[src/rtl/nrisc_ula_wb_pkg.sv]
// Shared constants and types for the ULA writeback stage: default widths,
// flag bit positions and the skid-buffer occupancy encoding.
package nrisc_ula_wb_pkg;

  localparam int DEF_TAM   = 16;
  localparam int DEF_RADDR = 4;
  localparam int DEF_CNT_W = 16;

  localparam int FLAG_CARRY = 0;
  localparam int FLAG_ZERO  = 1;
  localparam int FLAG_MINUS = 2;
  localparam int FLAG_W     = 3;

  typedef enum logic [1:0] {
    OCC_EMPTY = 2'd0,
    OCC_ONE   = 2'd1,
    OCC_TWO   = 2'd2
  } occ_e;

endpackage

[src/rtl/nrisc_skid2.sv]
// Two-entry in-order skid buffer. HEAD is the oldest entry; SKID only fills
// when HEAD cannot drain. Ready depends on registered occupancy alone.
module nrisc_skid2
  import nrisc_ula_wb_pkg::*;
#(
  parameter int W = 8
) (
  input  logic         clk,
  input  logic         rst_n,
  input  logic         flush,
  input  logic         in_valid,
  output logic         in_ready,
  input  logic [W-1:0] in_data,
  input  logic         pop,
  output logic         head_valid,
  output logic [W-1:0] head_data
);

  occ_e         state_reg;
  logic [W-1:0] head_reg;
  logic [W-1:0] skid_reg;
  logic         accept;

  assign in_ready   = (state_reg != OCC_TWO);
  assign head_valid = (state_reg != OCC_EMPTY);
  assign head_data  = head_reg;
  assign accept     = in_valid & in_ready;

  always_ff @(posedge clk) begin
    if (!rst_n) begin
      state_reg <= OCC_EMPTY;
      head_reg  <= '0;
      skid_reg  <= '0;
    end else if (flush) begin
      // Flush drops both entries and any op offered this cycle.
      state_reg <= OCC_EMPTY;
    end else begin
      case (state_reg)
        OCC_EMPTY: begin
          if (accept) begin
            head_reg  <= in_data;
            state_reg <= OCC_ONE;
          end
        end
        OCC_ONE: begin
          if (accept && pop) begin
            head_reg <= in_data;
          end else if (accept) begin
            skid_reg  <= in_data;
            state_reg <= OCC_TWO;
          end else if (pop) begin
            state_reg <= OCC_EMPTY;
          end
        end
        OCC_TWO: begin
          if (pop) begin
            head_reg  <= skid_reg;
            state_reg <= OCC_ONE;
          end
        end
        default: state_reg <= OCC_EMPTY;
      endcase
    end
  end

endmodule

[src/rtl/nrisc_ula_wb.sv]
// ULA writeback stage: buffers ULA results, retires them into the register
// file and flag register, and exposes the head entry for operand forwarding.
module nrisc_ula_wb
  import nrisc_ula_wb_pkg::*;
#(
  parameter int TAM   = DEF_TAM,
  parameter int RADDR = DEF_RADDR,
  parameter int CNT_W = DEF_CNT_W
) (
  input  logic              clk,
  input  logic              rst_n,
  input  logic              in_valid,
  output logic              in_ready,
  input  logic [TAM-1:0]    in_result,
  input  logic [FLAG_W-1:0] in_flags,
  input  logic [RADDR-1:0]  in_rd,
  input  logic              in_we_reg,
  input  logic              in_we_flags,
  input  logic              flush,
  input  logic              wb_stall,
  output logic              rf_wr_en,
  output logic [RADDR-1:0]  rf_wr_addr,
  output logic [TAM-1:0]    rf_wr_data,
  output logic [FLAG_W-1:0] flags_q,
  output logic              fwd_valid,
  output logic [RADDR-1:0]  fwd_addr,
  output logic [TAM-1:0]    fwd_data,
  output logic [CNT_W-1:0]  retired_cnt
);

  localparam int PW = TAM + FLAG_W + RADDR + 2;

  logic [PW-1:0]     in_pay;
  logic [PW-1:0]     head_pay;
  logic              head_valid;
  logic [TAM-1:0]    head_result;
  logic [FLAG_W-1:0] head_flags;
  logic [RADDR-1:0]  head_rd;
  logic              head_we_reg;
  logic              head_we_flags;
  logic              head_writes_rf;
  logic              retire;

  logic [FLAG_W-1:0] flags_reg;
  logic [CNT_W-1:0]  cnt_reg;

  assign in_pay = {in_result, in_flags, in_rd, in_we_reg, in_we_flags};
  assign {head_result, head_flags, head_rd, head_we_reg, head_we_flags} = head_pay;

  nrisc_skid2 #(
    .W(PW)
  ) u_skid (
    .clk       (clk),
    .rst_n     (rst_n),
    .flush     (flush),
    .in_valid  (in_valid),
    .in_ready  (in_ready),
    .in_data   (in_pay),
    .pop       (retire),
    .head_valid(head_valid),
    .head_data (head_pay)
  );

  // A flush in the same cycle cancels the retire, so nothing reaches RF or flags.
  assign retire         = head_valid & ~wb_stall & ~flush;
  assign head_writes_rf = head_valid & head_we_reg & (head_rd != '0);

  assign rf_wr_en   = head_writes_rf & retire;
  assign rf_wr_addr = head_valid ? head_rd : '0;
  assign rf_wr_data = head_valid ? head_result : '0;

  assign fwd_valid = head_writes_rf;
  assign fwd_addr  = rf_wr_addr;
  assign fwd_data  = rf_wr_data;

  assign flags_q     = flags_reg;
  assign retired_cnt = cnt_reg;

  always_ff @(posedge clk) begin
    if (!rst_n) begin
      flags_reg <= '0;
      cnt_reg   <= '0;
    end else if (retire) begin
      cnt_reg <= cnt_reg + CNT_W'(1);
      if (head_we_flags) begin
        flags_reg <= head_flags;
      end
    end
  end

endmodule

[config.mk]
export PLATFORM = sky130hd
export DESIGN_NAME = nrisc_ula_wb
export DESIGN_NICKNAME = d
export VERILOG_FILES = /design/src/rtl/nrisc_ula_wb_pkg.sv /design/src/rtl/nrisc_skid2.sv /design/src/rtl/nrisc_ula_wb.sv
export SDC_FILE = /design/constraint.sdc
export NUM_CORES = 1
export LEC_CHECK = 0
export ABC_AREA = 0
export CORE_ASPECT_RATIO = 1.4
export CORE_MARGIN = 10
export CORE_UTILIZATION = 52
export CTS_CLUSTER_DIAMETER = 150
export DETAILED_ROUTE_END_ITERATION = 7
export GPL_ROUTABILITY_DRIVEN = 0
export HOLD_SLACK_MARGIN = 0.08
export PLACE_DENSITY = 0.85
export SYNTH_ARGS = -nofsm -noshare
export SYNTH_HDL_FRONTEND = slang
export SYNTH_SLANG_ARGS = --single-unit
export TNS_END_PERCENT = 30
[constraint.sdc]
create_clock -name clk -period 5.4 [get_ports clk]
set_input_delay 0.81 -clock clk [delete_from_list [all_inputs] [get_ports clk]]
set_output_delay 0.81 -clock clk [all_outputs]
set_load 0.005 [all_outputs]
==> results.json, run 1 <==
{
  "outcome": "finished clean",
  "setup_tns_ns": 0,
  "first_pass_iters": 5,
  "arrival_ns": 2.84,
  "worstHoldStart": "u_skid.skid_reg[13]",
  "start_util_pct": 53.84,
  "r2r_slack_ns": 3.48,
  "diodes": 0,
  "avgSynthCellArea_um2": 8.133,
  "portBuffers": 91,
  "grt-ovfl-total": 0,
  "rsz0062_at_grt": "false",
  "hpwl_mm": 5.930,
  "synth_nets": 445,
  "grt_max_degree": 72,
  "clockRootBuffer": "clkbuf_8",
  "reg2reg_from": "u_skid.state_reg[1]",
  "grt_pass1_vias": 2843,
  "num_vias": 3020,
  "placementRows": 34,
  "drc_errors": 0,
  "synth_cell_types": 36,
  "ioPinCount": 92,
  "wl_met1_mm": 3.378,
  "area_growth_pct": 27.20,
  "setup_viol": 0,
  "endpoint_kind": "output pin",
  "powerDensity_mw_per_mm2": 232.0,
  "ys_ff_latch": 71,
  "ys_warn_count": 0,
  "hold_viol": 0,
  "synth_area_leader_cell": "dfxtp_1",
  "holdPathEnd": "u_skid.skid_reg[13]",
  "nets": 498,
  "die_area_mm2": 0.01014,
  "wl_mm": 8.515,
  "ir_drop_v": 0.0001594,
  "cts_tree": "yes",
  "syn_inst": 414,
  "power_frac_comb_pct": 9.3,
  "antenna_found_initial": 0,
  "startpoint_type": "primary input",
  "path_common_cell": "clkdlybuf4s50_1",
  "drive_gt1_share_pct": 5.720,
  "seqCellArea_mm2": 0.001421,
  "cts_hold_buf": 0,
  "r2r-end": "retired_cnt[15]",
  "drv_slew": 0,
  "cts.clk_slew.worst_paths_ns": 0.07,
  "path_class": "primary input to output pin",
  "worstHoldPathCells": 2,
  "finalPower_mw": 0.9935,
  "via_per_inst": 5.551,
  "synth.cell_area_mm2": 0.003367,
  "cp_cell_sequence": "clkdlybuf4s50_1, buf_4, nor2_1, and2_1, clkdlybuf4s50_1",
  "p_int_mw": 0.7415,
  "ant_nets": 0,
  "maxCapViolCount": 0,
  "cp.required_ns": 4.59,
  "switchingPower_mw": 0.2520,
  "swShare_pct": 25.36,
  "cp_slowest_cell": "clkdlybuf4s50_1",
  "cts_buffer_depth": 2,
  "clock_latency_ns": 0.35,
  "path_max_fanout": 36,
  "slew_headroom_pct": 21.97,
  "cp_num_buf_inv": 3,
  "post_cts_buffers": 0,
  "pwr-share-clk_pct": 36.3,
  "multi_input_area_mm2": 0.001663,
  "final_util_pct": 68.49,
  "power_frac_seq_pct": 54.4,
  "highest_layer": "met4",
  "ff2ff_path_depth": 4,
  "drt_iter0_markers": 231,
  "clock_tree.htree_level_count": 3,
  "route.met2.wl_mm": 4.407,
  "timing.fmax_ghz": 0.2741,
  "yosys.area.top_type_share_pct": 42.21,
  "core_mm2": 0.006254,
  "fillers": 517,
  "worst-slew-pin-transition_ns": 1.170,
  "seq_area_frac_synth_pct": 42.21,
  "die_h_um": 115.2,
  "period_needed_ns": 3.648,
  "grt_pass1_wl_mm": 13.59,
  "fin_skew_ns": 0.01306,
  "slowest_delay_ns": 0.69,
  "synth_area_leaders": "dfxtp_1 (42%), a21oi_1 (8.9%), mux2i_1 (8.3%), nand2_1 (6.7%), or3_1 (5.6%)",
  "hp-class": "register to register",
  "die_width_um": 88.01,
  "cp_top_family": "buffers and inverters",
  "wl_per_cell_um": 15.65,
  "cts_buffers": 9,
  "finalCritPeriodShare_pct": 67.56,
  "cts_resized": 0,
  "route.met3.wl_um": 542,
  "p_leak_nw": 1.605,
  "cts.sinks": 71,
  "track_usage_pct": 16.37
}
## placed cells by master (no fill, tap or decap)
cell	synthesis	routed
clkdlybuf4s50_1	0	91
dfxtp_1	71	71
nand2_1	60	60
a21oi_1	60	60
or3_1	30	30
o21ai_0	29	29
mux2i_1	28	28
and2_1	21	21
nor2_1	14	14
clkbuf_8	0	9
nand3_1	8	8
clkinv_2	0	5
nor4_1	4	4
o31ai_1	4	4
or4_1	4	4
xnor2_1	4	4
xor2_1	3	3
buf_4	20	3
inv_1	2	2
or3_2	2	2
nand4_1	2	2
clkinvlp_4	0	2
nand2b_2	0	1
or2_2	1	1
nor2b_1	1	1
a22oi_2	0	1
inv_2	1	1
or2_0	1	1
and4_1	1	1
and3_1	1	1
mux2_2	1	1
o22a_1	1	1
nor3_1	2	1
nor4b_1	1	1
nand2b_1	2	1
nor3_2	0	1
a2111oi_0	1	1
ha_1	1	1
## synth_stat cells (all sizes together)
cell type    count
a2111oi          1
a21oi           60
a22oi            1
and2            21
and3             1
and4             1
buf             24
clkbuf          27
dfxtp           71
dlygate4sd3      1
ha               1
inv              3
mux2             1
mux2i           28
nand2           60
nand2b           2
nand3            8
nand4            2
nor2            14
nor2b            1
nor3             2
nor4             4
nor4b            1
o21ai           29
o22a             1
o31ai            4
or2              2
or3             32
or4              4
xnor2            4
xor2             3
## power by group through the flow
stage / combinational (mW) / clock (mW) / sequential, mW
after global routing: 0.102 / 0.386 / 0.542
after global placement: 0.0899 / 0 / 0.552
final: 0.0923 / 0.361 / 0.540
after detailed placement: 0.0916 / 0 / 0.553
after CTS: 0.0923 / 0.364 / 0.540
after floorplan: 0.0519 / 0 / 0.551
## how the worst max path moves through the flow
stage | depth (start not counted) | endpoint | slack [ns] | start
final | 5 | rf_wr_en | 1.75 | flush
after floorplan | 6 | retired_cnt[15] | 3.13 | flush
after detailed placement | 5 | rf_wr_en | 1.79 | flush
after global placement | 5 | rf_wr_en | 1.80 | flush
after global routing | 5 | rf_wr_en | 1.64 | flush
after CTS | 5 | rf_wr_en | 1.77 | flush
## area by class of cell
cell class                      count  share of cell area, %
Multi-Input combinational cell    288                  38.83
Timing Repair Buffer               94                  21.79
Inverter                            3                 0.2629
Sequential cell                    71                  33.19
Clock buffer                        9                  2.892
Clock inverter                      7                 0.9349
Tap cell                           72                  2.103
## cells by family after synthesis
kind of cell	count (synthesis)	synth area share [%]
and+or+nand+nor	155	23.30
AOI/OAI and AO/OA	96	14.86
DFF	71	42.21
xor gates and xnor gates	7	1.821
adders and majority gates	1	0.3715
muxes	29	8.659
buffers and inverters	55	8.770
## layer usage
| metal | vias to the layer above | GRT usage (%) |
|---|---|---|
| met4 | 0 | 7.783 |
| met5 | - | 0 |
| li1 | 1517 | - |
| met2 | 93 | 28.16 |
| met3 | 20 | 3.680 |
| met1 | 1390 | 18.46 |
## worst register-to-register path, delay by kind of cell, from the launching register on
family          cells  cell delay [ns]
flops               1             0.49
compound gates      1             0.16
simple gates        3             1.20
## per-stage QoR
| step | instances | instance area (um^2) | setup slack [ns] | hold slack, ns |
|---|---|---|---|---|
| floorplan | 414 | 3367 | 3.127 | 0.4357 |
| finish | 544 | 4283 | 1.752 | 0.4539 |
| global route | 544 | 4283 | 1.639 | 0.4720 |
| global placement | 528 | 4119 | 1.802 | 0.4406 |
| CTS | 544 | 4283 | 1.769 | 0.4556 |
| detailed placement | 528 | 4119 | 1.786 | 0.4460 |
No activity file was read; power rests on OpenSTA's default activity.
==> run 2: changes to the inputs <==
--- a/config.mk
+++ b/config.mk
@@ -8,12 +8,12 @@
 export ABC_AREA = 0
 export CORE_ASPECT_RATIO = 1.4
 export CORE_MARGIN = 10
-export CORE_UTILIZATION = 52
+export CORE_UTILIZATION = 44
 export CTS_CLUSTER_DIAMETER = 150
 export DETAILED_ROUTE_END_ITERATION = 7
 export GPL_ROUTABILITY_DRIVEN = 0
 export HOLD_SLACK_MARGIN = 0.08
-export PLACE_DENSITY = 0.85
+export PLACE_DENSITY = 0.77
 export SYNTH_ARGS = -nofsm -noshare
 export SYNTH_HDL_FRONTEND = slang
 export SYNTH_SLANG_ARGS = --single-unit
==> constraint.sdc (replaced) <==
create_clock -name clk -period 2.9 [get_ports clk]
set_input_delay 0.435 -clock clk [delete_from_list [all_inputs] [get_ports clk]]
set_output_delay 0.435 -clock clk [all_outputs]
set_load 0.005 [all_outputs]
==> run 2 against run 1 <==
Compared with the run above: clock power grew 120%; combinational power rose by 90%; sequential share of layout area shrank 0.78 points; first-iteration DRC count down 19%; non-clock buffer count rose by 2; critical endpoint unchanged; global-route usage is 1.6 points lower; flip-flop and latch count stayed put.
==> results.json, run 2 (synthesis results as in run 1) <==
{
  "outcome": "finished clean",
  "grt_max_degree": 55,
  "die_h_um": 123.5,
  "track_usage_pct": 14.80,
  "grt_pass1_vias": 2956,
  "diodes": 0,
  "path_class": "register to output pin",
  "cts_resized": 0,
  "grt_pass1_wl_mm": 14.03,
  "cts.clk_slew.worst_paths_ns": 0.07,
  "cts_hold_buf": 0,
  "die_width_um": 93.93,
  "setup.worst_path.start": "u_skid.state_reg[1]",
  "start_util_pct": 45.46,
  "reg2reg_from": "u_skid.state_reg[1]",
  "ir_drop_v": 0.0003211,
  "drc_errors": 0,
  "grtUsageMet2_pct": 27.21,
  "post_cts_buffers": 0,
  "final_area_mm2": 0.004385,
  "cts.sinks": 71,
  "cp.required_ns": 2.47,
  "finalPower_mw": 1.992,
  "cts_buffers": 9,
  "first_pass_iters": 4,
  "drive_gt1_share_pct": 6.118,
  "fin_skew_ns": 0.005599,
  "busiest_layer": "met2",
  "drv_slew": 0,
  "hpwl_mm": 6.282,
  "layout_commonest_cell": "clkdlybuf4s50_1",
  "via_per_inst": 5.208,
  "ant_nets": 0,
  "clockRootBuffer": "clkbuf_8",
  "setup_tns_ns": 0,
  "wl_per_cell_um": 15.04,
  "cts_tree": "yes",
  "hp-class": "register to register",
  "arrival_ns": 2.17,
  "pre_cts_ws_ns": 0.4145,
  "startpoint_type": "register",
  "nets": 500,
  "fin_ws_ns": 0.2996,
  "p_leak_nw": 1.640,
  "crit_path_end": "rf_wr_en",
  "mostFrequentLayoutCells": "clkdlybuf4s50_1 (91), dfxtp_1 (71), nand2_1 (60), a21oi_1 (60), or3_1 (30)",
  "area_growth_pct": 30.25,
  "setup_viol": 0,
  "clock_latency_ns": 0.35,
  "ff2ff_path_depth": 4,
  "r2r_slack_ns": 1.01,
  "period_needed_ns": 2.600,
  "dpl-instance-area_mm2": 0.004178,
  "cts_buffer_depth": 2,
  "clock_tree.htree_level_count": 3,
  "num_vias": 2974,
  "endpoint_kind": "output pin",
  "placementRows": 37,
  "core_mm2": 0.007407,
  "worst-slew-pin-transition_ns": 0.9164,
  "path_max_fanout": 25,
  "wl_mm": 8.585,
  "r2r-end": "retired_cnt[15]",
  "drt_iter0_markers": 186,
  "ioPinCount": 92,
  "hold_viol": 0,
  "portBuffers": 91,
  "met3_usage_pct": 3.881,
  "powerDensity_mw_per_mm2": 454.3,
  "timing.fmax_ghz": 0.3846,
  "slew_headroom_pct": 38.90,
  "use_met1_pct": 15.52,
  "finalCritPeriodShare_pct": 89.67,
  "maxCapViolCount": 0,
  "rsz0062_at_grt": "false",
  "grt-ovfl-total": 0,
  "die_area_mm2": 0.01160,
  "antenna_found_initial": 0,
  "hold-worst-slack_ns": 0.4556
}
run 2: stage by stage:
| stage | util [%] | cells |
|---|---|---|
| final | 59.21 | 571 |
| after global placement | 56.40 | 555 |
| after global routing | 59.21 | 571 |
| after floorplan | - | 414 |
| after detailed placement | 56.40 | 555 |
| after CTS | 59.21 | 571 |
run 2: final cells by class:
class                      instances  area (um^2)
clock buffer                      11        151.4
clock inverter                     5        56.30
fill                             686         3022
inverter                           3        11.26
multi-input combinational        288         1663
sequential                        71         1421
tap                               97        121.4
timing repair buffer              96        960.9
run 2: routing by layer:
layer | routed length [um] | up-vias | part of all wire [%]
met3 | 491 | 11 | 5.7
met2 | 4524 | 63 | 53
met1 | 3431 | 1390 | 40
met4 | 137 | 0 | 1.6
met5 | 0 | - | 0
li1 | - | 1510 | -
run 2: power breakdown:
| part | internal (mW) | leakage, nW | switching (mW) |
|---|---|---|---|
| combinational | 0.0858 | 0.959 | 0.0895 |
| clock | 0.442 | 0.105 | 0.368 |
| sequential | 0.996 | 0.575 | 0.0108 |
| total | 1.52 | 1.64 | 0.468 |
run 2: worst min-delay path by stage:
stage / from / end / slack, ns / cells after the start
after floorplan: u_skid.skid_reg[0] / u_skid.skid_reg[0] / 0.44 / 2
after global placement: u_skid.skid_reg[12] / u_skid.skid_reg[12] / 0.44 / 2
after detailed placement: u_skid.skid_reg[6] / u_skid.skid_reg[6] / 0.45 / 2
after CTS: u_skid.skid_reg[6] / u_skid.skid_reg[6] / 0.46 / 2
after global routing: u_skid.skid_reg[6] / u_skid.skid_reg[6] / 0.47 / 2
final: u_skid.skid_reg[6] / u_skid.skid_reg[6] / 0.46 / 2
run 2: worst max-delay path, stage by stage (launching register included):
cell and delay (ns):
dfxtp_1 0.47, or2_2 0.42, nand2_1 0.10, nor2_1 0.16
and2_1 0.15, clkdlybuf4s50_1 0.50
==> run 3: changes to the inputs <==
--- a/config.mk
+++ b/config.mk
@@ -6,14 +6,16 @@
 export NUM_CORES = 1
 export LEC_CHECK = 0
 export ABC_AREA = 0
+export CELL_PAD_IN_SITES_DETAIL_PLACEMENT = 1
+export CELL_PAD_IN_SITES_GLOBAL_PLACEMENT = 1
 export CORE_ASPECT_RATIO = 1.4
 export CORE_MARGIN = 10
-export CORE_UTILIZATION = 44
+export CORE_UTILIZATION = 35
 export CTS_CLUSTER_DIAMETER = 150
 export DETAILED_ROUTE_END_ITERATION = 7
 export GPL_ROUTABILITY_DRIVEN = 0
 export HOLD_SLACK_MARGIN = 0.08
-export PLACE_DENSITY = 0.77
+export PLACE_DENSITY_LB_ADDON = 0.1
 export SYNTH_ARGS = -nofsm -noshare
 export SYNTH_HDL_FRONTEND = slang
 export SYNTH_SLANG_ARGS = --single-unit
==> constraint.sdc (replaced) <==
create_clock -name clk -period 2.8 [get_ports clk]
set_input_delay 0.42 -clock clk [delete_from_list [all_inputs] [get_ports clk]]
set_output_delay 0.42 -clock clk [all_outputs]
set_load 0.005 [all_outputs]
==> run 3 against run 2 <==
Compared with the run above: flip-flop and latch count stayed put; sequential share of layout area is 0.65 points lower; count of clock-buffer cells in the layout is 1 higher; global-route usage is 0.48 points lower; register-to-register slack worse by 0.15 ns; die area is 21% higher; via count is 3.8% higher; cell area is 2.1% higher; clock skew is 0.0017 ns lower; non-clock buffer count is 3 higher; setup slack worse by 0.077 ns; total power is 15% higher; critical endpoint unchanged.
==> results.json, run 3 (synthesis results as in run 1) <==
{
  "ioPinCount": 92,
  "finalCritPeriodShare_pct": 92.06,
  "drc_errors": 0,
  "endpoint_kind": "output pin",
  "hp-class": "register to register",
  "swShare_pct": 23.35,
  "grt-ovfl-total": 0,
  "die_h_um": 136.1,
  "cts_resized": 0,
  "track_usage_pct": 14.32,
  "rsz0062_at_grt": "false",
  "layout_commonest_cell": "clkdlybuf4s50_1",
  "fillers": 1127,
  "setup_viol": 0,
  "path_class": "register to output pin",
  "clock_latency_ns": 0.34,
  "drv_slew": 0,
  "startpoint_type": "register",
  "p_int_mw": 1.763,
  "cts.clk_slew.worst_paths_ns": 0.05,
  "nets": 503,
  "cp_slowest_cell": "clkdlybuf4s50_1",
  "p_leak_nw": 1.686,
  "fin_cells": 587,
  "slew_headroom_pct": 53.57,
  "hpwl_mm": 6.749,
  "cp.required_ns": 2.38,
  "setup_tns_ns": 0,
  "arrival_ns": 2.16,
  "die_width_um": 102.9,
  "maxCapViolCount": 0,
  "timing.fmax_ghz": 0.3879,
  "die_area_mm2": 0.01400,
  "antenna_found_initial": 0,
  "outcome": "finished clean",
  "post_cts_buffers": 0,
  "cts_buffer_depth": 2,
  "via_per_inst": 5.261,
  "grt_pass1_wl_mm": 15.90,
  "grt_pass1_vias": 3204,
  "cts_buffers": 9,
  "grt_max_degree": 55,
  "power_frac_comb_pct": 8.1,
  "cp_cell_sequence": "or2_2, nand2_1, nor2_1, and2_1, clkdlybuf4s50_1",
  "cts.sinks": 71,
  "drive_gt1_share_pct": 6.709,
  "first_pass_iters": 4,
  "wl_per_cell_um": 16.63,
  "core_mm2": 0.009407,
  "power_frac_seq_pct": 45.4,
  "drt_iter0_markers": 98,
  "cts_tree": "yes",
  "pwr-share-clk_pct": 46.5,
  "path_max_fanout": 25,
  "cts_hold_buf": 0,
  "ant_nets": 0,
  "area_growth_pct": 32.92,
  "period_needed_ns": 2.578,
  "start_util_pct": 35.79,
  "diodes": 0,
  "dpl.cell_count": 571,
  "worst-slew-pin-transition_ns": 0.6954,
  "clockRootBuffer": "clkbuf_16",
  "mostFrequentLayoutCells": "clkdlybuf4s50_1 (90), dfxtp_1 (71), nand2_1 (60), a21oi_1 (60), or3_1 (30)",
  "hold_viol": 0,
  "switchingPower_mw": 0.5371,
  "fin_skew_ns": 0.003860,
  "placementRows": 42,
  "slowest_delay_ns": 0.50,
  "ir_drop_v": 0.0003512,
  "num_vias": 3088,
  "wl_mm": 9.760,
  "clock_tree.htree_level_count": 3,
  "powerDensity_mw_per_mm2": 513.8,
  "portBuffers": 91
}
==> run 3: cell types whose count changed in the layout (fill, tap and decap cells not counted), sizes merged <==
cell	delta
clkdlybuf4s50	-1
bufinv	-1
clkinvlp	-1
clkinv	+1
clkbuf	+1
buf	+4
==> run 3: final cells by class <==
type / count / area, um^2 / share of cell area, %
Multi-Input combinational cell: 288 / 1663 / 37.15
Sequential cell: 71 / 1421 / 31.76
Timing Repair Buffer: 99 / 965.9 / 21.58
Clock buffer: 12 / 256.5 / 5.731
Tap cell: 110 / 137.6 / 3.075
Clock inverter: 4 / 20.02 / 0.4473
Inverter: 3 / 11.26 / 0.2516
==> run 3: through the flow <==
step / power (mW) / hold WS (ns) / setup WS (ns) / util [%] / area, um^2
after floorplan: 1.162 / 0.4357 / 0.9172 / - / 3367
final: 2.300 / 0.4540 / 0.2223 / 47.58 / 4476
after CTS: 2.327 / 0.4576 / 0.2042 / 47.58 / 4476
after global placement: 1.250 / 0.4408 / 0.3720 / 44.64 / 4199
after global routing: 2.404 / 0.4768 / 0.05924 / 47.58 / 4476
after detailed placement: 1.254 / 0.4500 / 0.3183 / 44.64 / 4199
==> run 3: critical path: cells and delay by family, from the launching register on <==
family	cells	cell delay, ns
buffers and inverters	1	0.50
and+or+nand+nor	4	0.85
DFF	1	0.47
==> run 3: per-layer routing <==
layer	track usage, %	part of all wire [%]	up-vias
met5	0	0	-
met4	4.651	1.4	0
met3	5.742	6.7	10
met2	24.23	50	65
met1	15.85	42	1484
li1	-	-	1529
==> run 3: path summary, 6_finish.rpt <==
| check | start | to | slack, ns | depth (start not counted) |
|---|---|---|---|---|
| worst max-delay path | u_skid.state_reg[1] | rf_wr_en | 0.22 | 5 |
| worst min-delay path | u_skid.skid_reg[3] | u_skid.skid_reg[3] | 0.45 | 2 |
| worst min register to register | u_skid.skid_reg[3] | u_skid.skid_reg[3] | 0.45 | 2 |
| worst max register to register | u_skid.state_reg[0] | u_skid.head_data[7] | 0.86 | 5 |
==> run 3: power by group through the flow <==
| stage | clock network, mW | logic (mW) | registers, mW |
|---|---|---|---|
| after detailed placement | 0 | 0.188 | 1.07 |
| after global routing | 1.15 | 0.207 | 1.05 |
| after global placement | 0 | 0.185 | 1.07 |
| after floorplan | 0 | 0.100 | 1.06 |
| final | 1.07 | 0.186 | 1.04 |
| after CTS | 1.09 | 0.189 | 1.04 |
